==> config.mk <==
export PLATFORM = sky130hd
export DESIGN_NAME = if_id_skid_stage
export DESIGN_NICKNAME = d
export VERILOG_FILES = /design/src/rtl/if_id_skid_stage.sv
export SDC_FILE = /design/constraint.sdc
export NUM_CORES = 1
export LEC_CHECK = 0
export CAP_MARGIN = 40
export CELL_PAD_IN_SITES_DETAIL_PLACEMENT = 1
export CELL_PAD_IN_SITES_GLOBAL_PLACEMENT = 1
export CORE_ASPECT_RATIO = 1.5
export CORE_MARGIN = 1.5
export CORE_UTILIZATION = 30
export CTS_CLUSTER_DIAMETER = 60
export CTS_CLUSTER_SIZE = 16
export DETAILED_ROUTE_END_ITERATION = 8
export GPL_ROUTABILITY_DRIVEN = 0
export PLACE_DENSITY = 0.76
export SKIP_CTS_REPAIR_TIMING = 1
export SYNTH_ARGS = -nofsm -noshare
export SYNTH_HDL_FRONTEND = slang
export SYNTH_SLANG_ARGS = --single-unit
==> constraint.sdc <==
create_clock -name clk -period 4.27 [get_ports clk]
set_input_delay 0.6405 -clock clk [delete_from_list [all_inputs] [get_ports clk]]
set_output_delay 0.6405 -clock clk [all_outputs]
set_load 0.1 [all_outputs]
==> src/rtl/if_id_skid_stage.sv <==
// IF/ID pipeline stage with valid/ready handshake and a two-entry skid buffer.
// It also inserts flush bubbles and keeps a saturating count of back-pressure cycles.
module if_id_skid_stage #(
    parameter int                INS_W    = 32,
    parameter int                PC_W     = 32,
    parameter int                DATA_W   = 8,
    parameter logic [PC_W-1:0]   PC_RESET = PC_W'(32'h00003000),
    parameter int                STALL_W  = 16
) (
    input  logic               clk,
    input  logic               reset_n,
    input  logic               flush,
    input  logic               in_valid,
    output logic               in_ready,
    input  logic [INS_W-1:0]   in_ins,
    input  logic [PC_W-1:0]    in_pc,
    input  logic [DATA_W-1:0]  in_data,
    output logic               out_valid,
    input  logic               out_ready,
    output logic [INS_W-1:0]   out_ins,
    output logic [PC_W-1:0]    out_pc,
    output logic [DATA_W-1:0]  out_data,
    output logic [STALL_W-1:0] stall_cnt
);

    logic               r_main_valid;
    logic [INS_W-1:0]   r_main_ins;
    logic [PC_W-1:0]    r_main_pc;
    logic [DATA_W-1:0]  r_main_data;
    logic               r_skid_valid;
    logic [INS_W-1:0]   r_skid_ins;
    logic [PC_W-1:0]    r_skid_pc;
    logic [DATA_W-1:0]  r_skid_data;
    logic [STALL_W-1:0] r_stall_cnt;

    logic w_acc;
    logic w_con;
    logic w_stall;

    // in_ready depends only on registered skid state, never on out_ready.
    assign w_acc   = in_valid & ~r_skid_valid;
    assign w_con   = r_main_valid & out_ready;
    assign w_stall = r_main_valid & ~out_ready & (r_stall_cnt != {STALL_W{1'b1}});

    always_ff @(posedge clk) begin
        if (!reset_n) begin
            r_main_valid <= 1'b0;
            r_main_ins   <= '0;
            r_main_pc    <= PC_RESET;
            r_main_data  <= '0;
            r_skid_valid <= 1'b0;
            r_skid_ins   <= '0;
            r_skid_pc    <= '0;
            r_skid_data  <= '0;
            r_stall_cnt  <= '0;
        end else if (flush) begin
            r_main_valid <= 1'b0;
            r_main_ins   <= '0;
            r_main_pc    <= PC_RESET;
            r_main_data  <= '0;
            r_skid_valid <= 1'b0;
        end else begin
            if (!r_main_valid || w_con) begin
                // Main slot is free this cycle: refill from skid first to keep FIFO order.
                if (r_skid_valid) begin
                    r_main_valid <= 1'b1;
                    r_main_ins   <= r_skid_ins;
                    r_main_pc    <= r_skid_pc;
                    r_main_data  <= r_skid_data;
                    r_skid_valid <= 1'b0;
                end else if (w_acc) begin
                    r_main_valid <= 1'b1;
                    r_main_ins   <= in_ins;
                    r_main_pc    <= in_pc;
                    r_main_data  <= in_data;
                end else begin
                    // Bubble: NOP payload, PC keeps the last consumed value.
                    r_main_valid <= 1'b0;
                    r_main_ins   <= '0;
                    r_main_data  <= '0;
                end
            end else if (w_acc) begin
                r_skid_valid <= 1'b1;
                r_skid_ins   <= in_ins;
                r_skid_pc    <= in_pc;
                r_skid_data  <= in_data;
            end

            if (w_stall) begin
                r_stall_cnt <= r_stall_cnt + STALL_W'(1);
            end
        end
    end

    assign in_ready  = ~r_skid_valid;
    assign out_valid = r_main_valid;
    assign out_ins   = r_main_ins;
    assign out_pc    = r_main_pc;
    assign out_data  = r_main_data;
    assign stall_cnt = r_stall_cnt;

endmodule

==> results_dict.tcl, run 1 <==
set metrics [dict create \
    vias_per_cell 5.12 \
    ys_seq_elements 162 \
    yosysWarningCount 0 \
    slew_viol_final 0 \
    clk_pin_slew_ps 60 \
    avgSynthCellArea_um2 8.38 \
    dp_cells 1257 \
    wl_per_cell_um 17.6 \
    core.rowCount 66 \
    synth.distinct_cells 37 \
    drt_iter0_drc 245 \
    synth_ff_type "dfxtp_1" \
    tightest_slew_ps 941 \
    cts_tree "done" \
    synth_top_area_share_pct 49.0 \
    setup_viol 0 \
    dpl_worst_slack_ps 1210 \
    die_w_um 124 \
    syn_inst 790 \
    finClkSkew_ps 11.6 \
    instances_no_fill 1291 \
    cts_buffers 17 \
    dr.pass1.iters 4 \
    grt_setup_unrepaired "false" \
    synthTopCellsByCount "dfxtp_1 (162), nand2_1 (150), a21oi_1 (127)" \
    fillCellCount 2451 \
    routed-via-count 6605 \
    start_kind "input port" \
    arrival_ps 2940 \
    synth_edf_count 0 \
    setup_ws_ps 1660 \
    setup-tns-final_ps 0 \
    final_core_util_pct 48.4 \
    status "finished, final reports clean" \
    postSynth.asyncResetShare_pct 0 \
    endpoint_kind "register" \
    fin_crit_sh_pct 61.2 \
    dp_hpwl_um 15800 \
    grt_pass1_vias 7145 \
    die_area_mm2 0.0230 \
    slew_headroom_pct 36.8 \
    finalCriticalPeriod_ps 2610 \
    yosysTopAreaCell "dfxtp_1" \
    io_pins 167 \
    required_ps 4590 \
    cts_root_buf "clkbuf_16" \
    grt.total_usage_pct 20.0 \
    ys_seq_area_share_pct 49.0 \
    grt_max_degree 64 \
    ant_nets 0 \
    critical-path-slowest-cell "or3b_1" \
    route.detailed.drc 0 \
    syn-cell-area_mm2 0.00662 \
    ir_drop_v 0.000224 \
    cellPowerDensity_mw_per_mm2 353 \
    worst-setup-path-type "input port to register" \
    slowest_delay_ps 650 \
    p_leak_nw 3.85 \
    clk_latency_ps 430 \
    port_buffers 166 \
    start_util_pct 30.6 \
    clock-sinks 162 \
    fin_nets 1082 \
    area.growth.synth_to_final_pct 58.2 \
    clock_path_buffers 2 \
    fin_hold_ws_ps 457 \
    antenna_found_initial 2 \
    yosysMostFrequentCell "dfxtp_1" \
    fmaxAchievable_mhz 382 \
    hold_viol 0 \
    routed_wl_um 22700 \
    layout-drive-gt1-share_pct 13.9 \
    path_cells "clkdlybuf4s50_1 > or3b_1 > nor3b_4 > buf_12 > nand2_1 > a21oi_1" \
    hold_class "register to register" \
    ctsHtreeMaxLevel 4 \
    drv_cap 0 \
    grt_overflow 0 \
    core_area_mm2 0.0216 \
    grt_pass1_wl_um 36700 \
    synth_nets 868 \
    synth_area_leaders "dfxtp_1 (49%), a21oi_1 (9.6%), nand2_1 (8.5%)" \
    die_height_um 185 \
    worst-path-max-fanout 63 \
]
-- worst paths after layout --
kind / startpoint / end / slack [ps] / cells after the start
max reg2reg: out_valid / r_skid_pc[7] / 1890 / 5
min reg2reg: r_skid_data[5] / r_skid_data[5] / 460 / 2
min: r_skid_data[5] / r_skid_data[5] / 460 / 2
max: out_ready / r_skid_pc[7] / 1660 / 6
-- cell usage in the layout (no fill, tap or decap), types with 2 or more instances in the layout --
cell type | synthesis | final
clkdlybuf4s50_1 | 0 | 165
dfxtp_1 | 162 | 161
nand2_1 | 150 | 150
a21oi_1 | 127 | 127
buf_8 | 0 | 79
nor2_1 | 73 | 73
a211oi_1 | 70 | 70
and3_1 | 42 | 42
mux2i_1 | 33 | 33
clkbuf_16 | 0 | 17
buf_16 | 0 | 11
o31ai_1 | 8 | 8
or4_1 | 8 | 8
buf_4 | 2 | 8
o21ai_0 | 7 | 7
or3_1 | 6 | 6
inv_1 | 4 | 4
clkinv_2 | 0 | 4
inv_6 | 0 | 4
nand4_1 | 3 | 3
nand3_1 | 3 | 3
clkinvlp_4 | 0 | 3
diode_2 | 0 | 2
nand2b_4 | 0 | 2
a211o_1 | 2 | 2
or3b_1 | 2 | 2
and4_1 | 2 | 2
nor3_1 | 2 | 2
bufinv_16 | 0 | 2
buf_12 | 0 | 2
-- power by group --
part / leakage, nW / switching (mW) / internal [mW]
Clock: 0.279 / 0.674 / 0.871
Combinational: 2.25 / 0.355 / 0.235
Sequential: 1.31 / 0.0207 / 1.54
Total: 3.85 / 1.05 / 2.65
-- kinds of logic after synthesis --
group | after synthesis | synth area share (%)
flip-flops | 162 | 49.0
AND/OR/NAND/NOR | 301 | 20.8
AO/OA/AOI/OAI | 218 | 19.6
buffers and inverters | 75 | 5.42
adder cells (fa/ha/maj) | 1 | 0.189
multiplexers | 33 | 4.99
-- metrics by stage --
step / cell area, µm² / power [mW]
after global placement: 8400 / 2.08
final: 10500 / 3.70
after detailed placement: 9890 / 2.19
after CTS: 10500 / 3.74
after global routing: 10500 / 3.83
after floorplan: 6620 / 1.91
-- layout make-up --
| cell class | instances | area (µm²) | area share, % |
|---|---|---|---|
| sequential | 162 | 3250 | 31.0 |
| timing repair buffer | 265 | 3240 | 30.9 |
| multi-input combinational | 553 | 3040 | 29.0 |
| clock buffer | 18 | 429 | 4.10 |
| tap | 272 | 340 | 3.25 |
| clock inverter | 14 | 153 | 1.46 |
| inverter | 5 | 20.0 | 0.191 |
| antenna | 2 | 5.00 | 0.0478 |
-- worst max-delay path: cells and delay by family --
family          cells  cell delay (ps)
buf+inv             2              790
simple gates        3             1290
compound gates      1              150
-- layer usage --
layer	share of wire [%]	GRT usage, %	vias to the layer above	wire length (µm)
met1	39	20.9	3220	8940
met4	3.6	9.56	0	819
li1	-	-	3202	-
met5	0	0	-	0
met2	54	38.3	135	12300
met3	2.9	3.84	48	660
-- flip-flops by register name, summed over array words and instances, names as in the netlist --
signal and flops:
out_valid 1, out_data 8, r_skid_valid 1, r_skid_data 8
out_pc 32, out_ins 32, r_skid_pc 32, stall_cnt 16
r_skid_ins 32
(Power assumes the default switching activity.)
==> inputs of run 2 (changes only) <==
==> constraint.sdc (replaced) <==
create_clock -name clk -period 2.5 [get_ports clk]
set_input_delay 0.375 -clock clk [delete_from_list [all_inputs] [get_ports clk]]
set_output_delay 0.375 -clock clk [all_outputs]
set_load 0.1 [all_outputs]
==> run 2 against run 1 <==
- sequential share of layout area is 5.5 points higher
- critical path depth down 4
- cell area fell by 15%
- non-clock buffer count shrank 81
- sequential power rose by 71%
- clock-buffer cell count stayed put
- wire length is 10% lower
==> results_dict.tcl, run 2 (synthesized netlist as in run 1, its figures left out) <==
set metrics [dict create \
    status "finished, final reports clean" \
    drt_iter0_drc 278 \
    cellPowerDensity_mw_per_mm2 688 \
    clk_pin_slew_ps 60 \
    r2r_start "r_skid_valid" \
    slowest_delay_ps 540 \
    setup-tns-final_ps 0 \
    ir_drop_v 0.000621 \
    grt_pass1_vias 6309 \
    cp-startpoint "r_skid_valid" \
    hold_class "register to register" \
    cts_buffers 17 \
    grt.total_usage_pct 17.9 \
    routed_wl_um 20300 \
    fin_nets 1001 \
    ff2ff_path_depth 5 \
    min-delay-start "r_skid_pc[16]" \
    ctsHtreeMaxLevel 4 \
    grt_pass1_wl_um 33100 \
    port_buffers 166 \
    dp_hpwl_um 13200 \
    clock-sinks 162 \
    clock_path_buffers 2 \
    fin_area_mm2 0.00889 \
    setup_viol 0 \
    arrival_ps 1610 \
    hold_viol 0 \
    routed-via-count 6116 \
    critPathBufInv 2 \
    r2r_end "r_skid_ins[19]" \
    cts_root_buf "clkbuf_16" \
    core.rowCount 66 \
    start_kind "register" \
    grt_setup_unrepaired "false" \
    fillCellCount 2537 \
    final_cell_mix "dfxtp_1 (161), nand2_1 (150), a21oi_1 (127)" \
    critical-path-slowest-cell "dfxtp_4" \
    grt_overflow 0 \
    dpl_worst_slack_ps 235 \
    min_to "r_skid_pc[16]" \
    diodes 0 \
    die_area_mm2 0.0230 \
    clk_latency_ps 440 \
    hold_depth 2 \
    dr.pass1.iters 4 \
    fin_hold_ws_ps 454 \
    finClkSkew_ps 11.3 \
    vias_per_cell 5.06 \
    fmaxAchievable_mhz 504 \
    regToRegSetupSlack_ps 600 \
    worst-path-max-fanout 23 \
    wl_per_cell_um 16.8 \
    core_area_mm2 0.0216 \
    slew_viol_final 0 \
    finalCriticalPeriod_ps 1980 \
    area.growth.synth_to_final_pct 34.3 \
    endpoint_kind "output pin" \
    setup_ws_ps 515 \
    cp_top_family "buffers and inverters" \
    slew_headroom_pct 61.6 \
    die_height_um 185 \
    die_w_um 124 \
    worst-setup-path-type "register to output pin" \
    fin_crit_sh_pct 79.4 \
    ant_nets 0 \
    required_ps 2120 \
    antenna_found_initial 1 \
    cts_tree "done" \
    path_cells "inv_1 > buf_12" \
    p_leak_nw 3.37 \
    start_util_pct 30.6 \
    route.detailed.drc 0 \
    place_area_mm2 0.00831 \
    grt_max_degree 87 \
    io_pins 167 \
    tightest_slew_ps 575 \
    layout-drive-gt1-share_pct 15.9 \
    final_common_cell "dfxtp_1" \
    drv_cap 0 \
]
## run 2: changes by cell type in the layout (fill, tap and decap cells not counted)
cell             delta
buf_12              +5
buf_16             -11
buf_4              +93
buf_8              -79
clkdlybuf4s50_1    -89
clkinv_2            -2
clkinv_4            +1
clkinvlp_4          +2
diode_2             -2
inv_8               -1
## run 2: worst register-to-register path, cell delays in order, from the launching register on
cell	delay, ps
dfxtp_4	540
inv_1	360
nand3b_1	290
buf_12	350
nand2_1	140
a21oi_1	170
## run 2: routing by layer
metal  wire length (µm)  global-route usage [%]  vias to the layer above
met2              10700                    33.2                      104
met5                 18                       0                        -
met4                340                    6.02                        2
met3                732                    3.99                       22
li1                   -                       -                     3034
met1               8540                    20.3                     2954
## run 2: power by group
part | switching [mW] | total [mW] | internal, mW
combinational | 0.564 | 0.821 | 0.257
clock | 1.14 | 2.63 | 1.48
sequential | 0.0338 | 2.67 | 2.64
total | 1.74 | 6.12 | 4.38
## run 2: final cells by class
cell class | count | area, µm² | share of cell area, %
multi-input cells | 553 | 3040 | 34.2
clock buffers | 18 | 429 | 4.83
repair buffers | 184 | 1660 | 18.7
well taps | 272 | 340 | 3.83
flip-flops and latches | 162 | 3250 | 36.5
clock inverters | 14 | 155 | 1.74
inverters | 5 | 20.0 | 0.225
## run 2: worst max-delay path by stage
stage                endpoint  slack [ps]  cells past startpoint
3_5_place_dp   r_skid_ins[23]         240                      6
6_report             in_ready         520                      2
5_1_grt              in_ready         410                      2
3_3_place_gp   r_skid_ins[11]         290                      6
2_1_floorplan    stall_cnt[9]         120                      7
4_1_cts              in_ready         500                      2
## run 2: through the flow
stage               util, %  cells  total power [mW]
detailed placement     38.4   1176              3.56
CTS                    41.1   1208              6.20
finish                 41.1   1208              6.12
global route           41.1   1208              6.34
floorplan                 -    790              3.26
global placement       38.4   1176              3.54
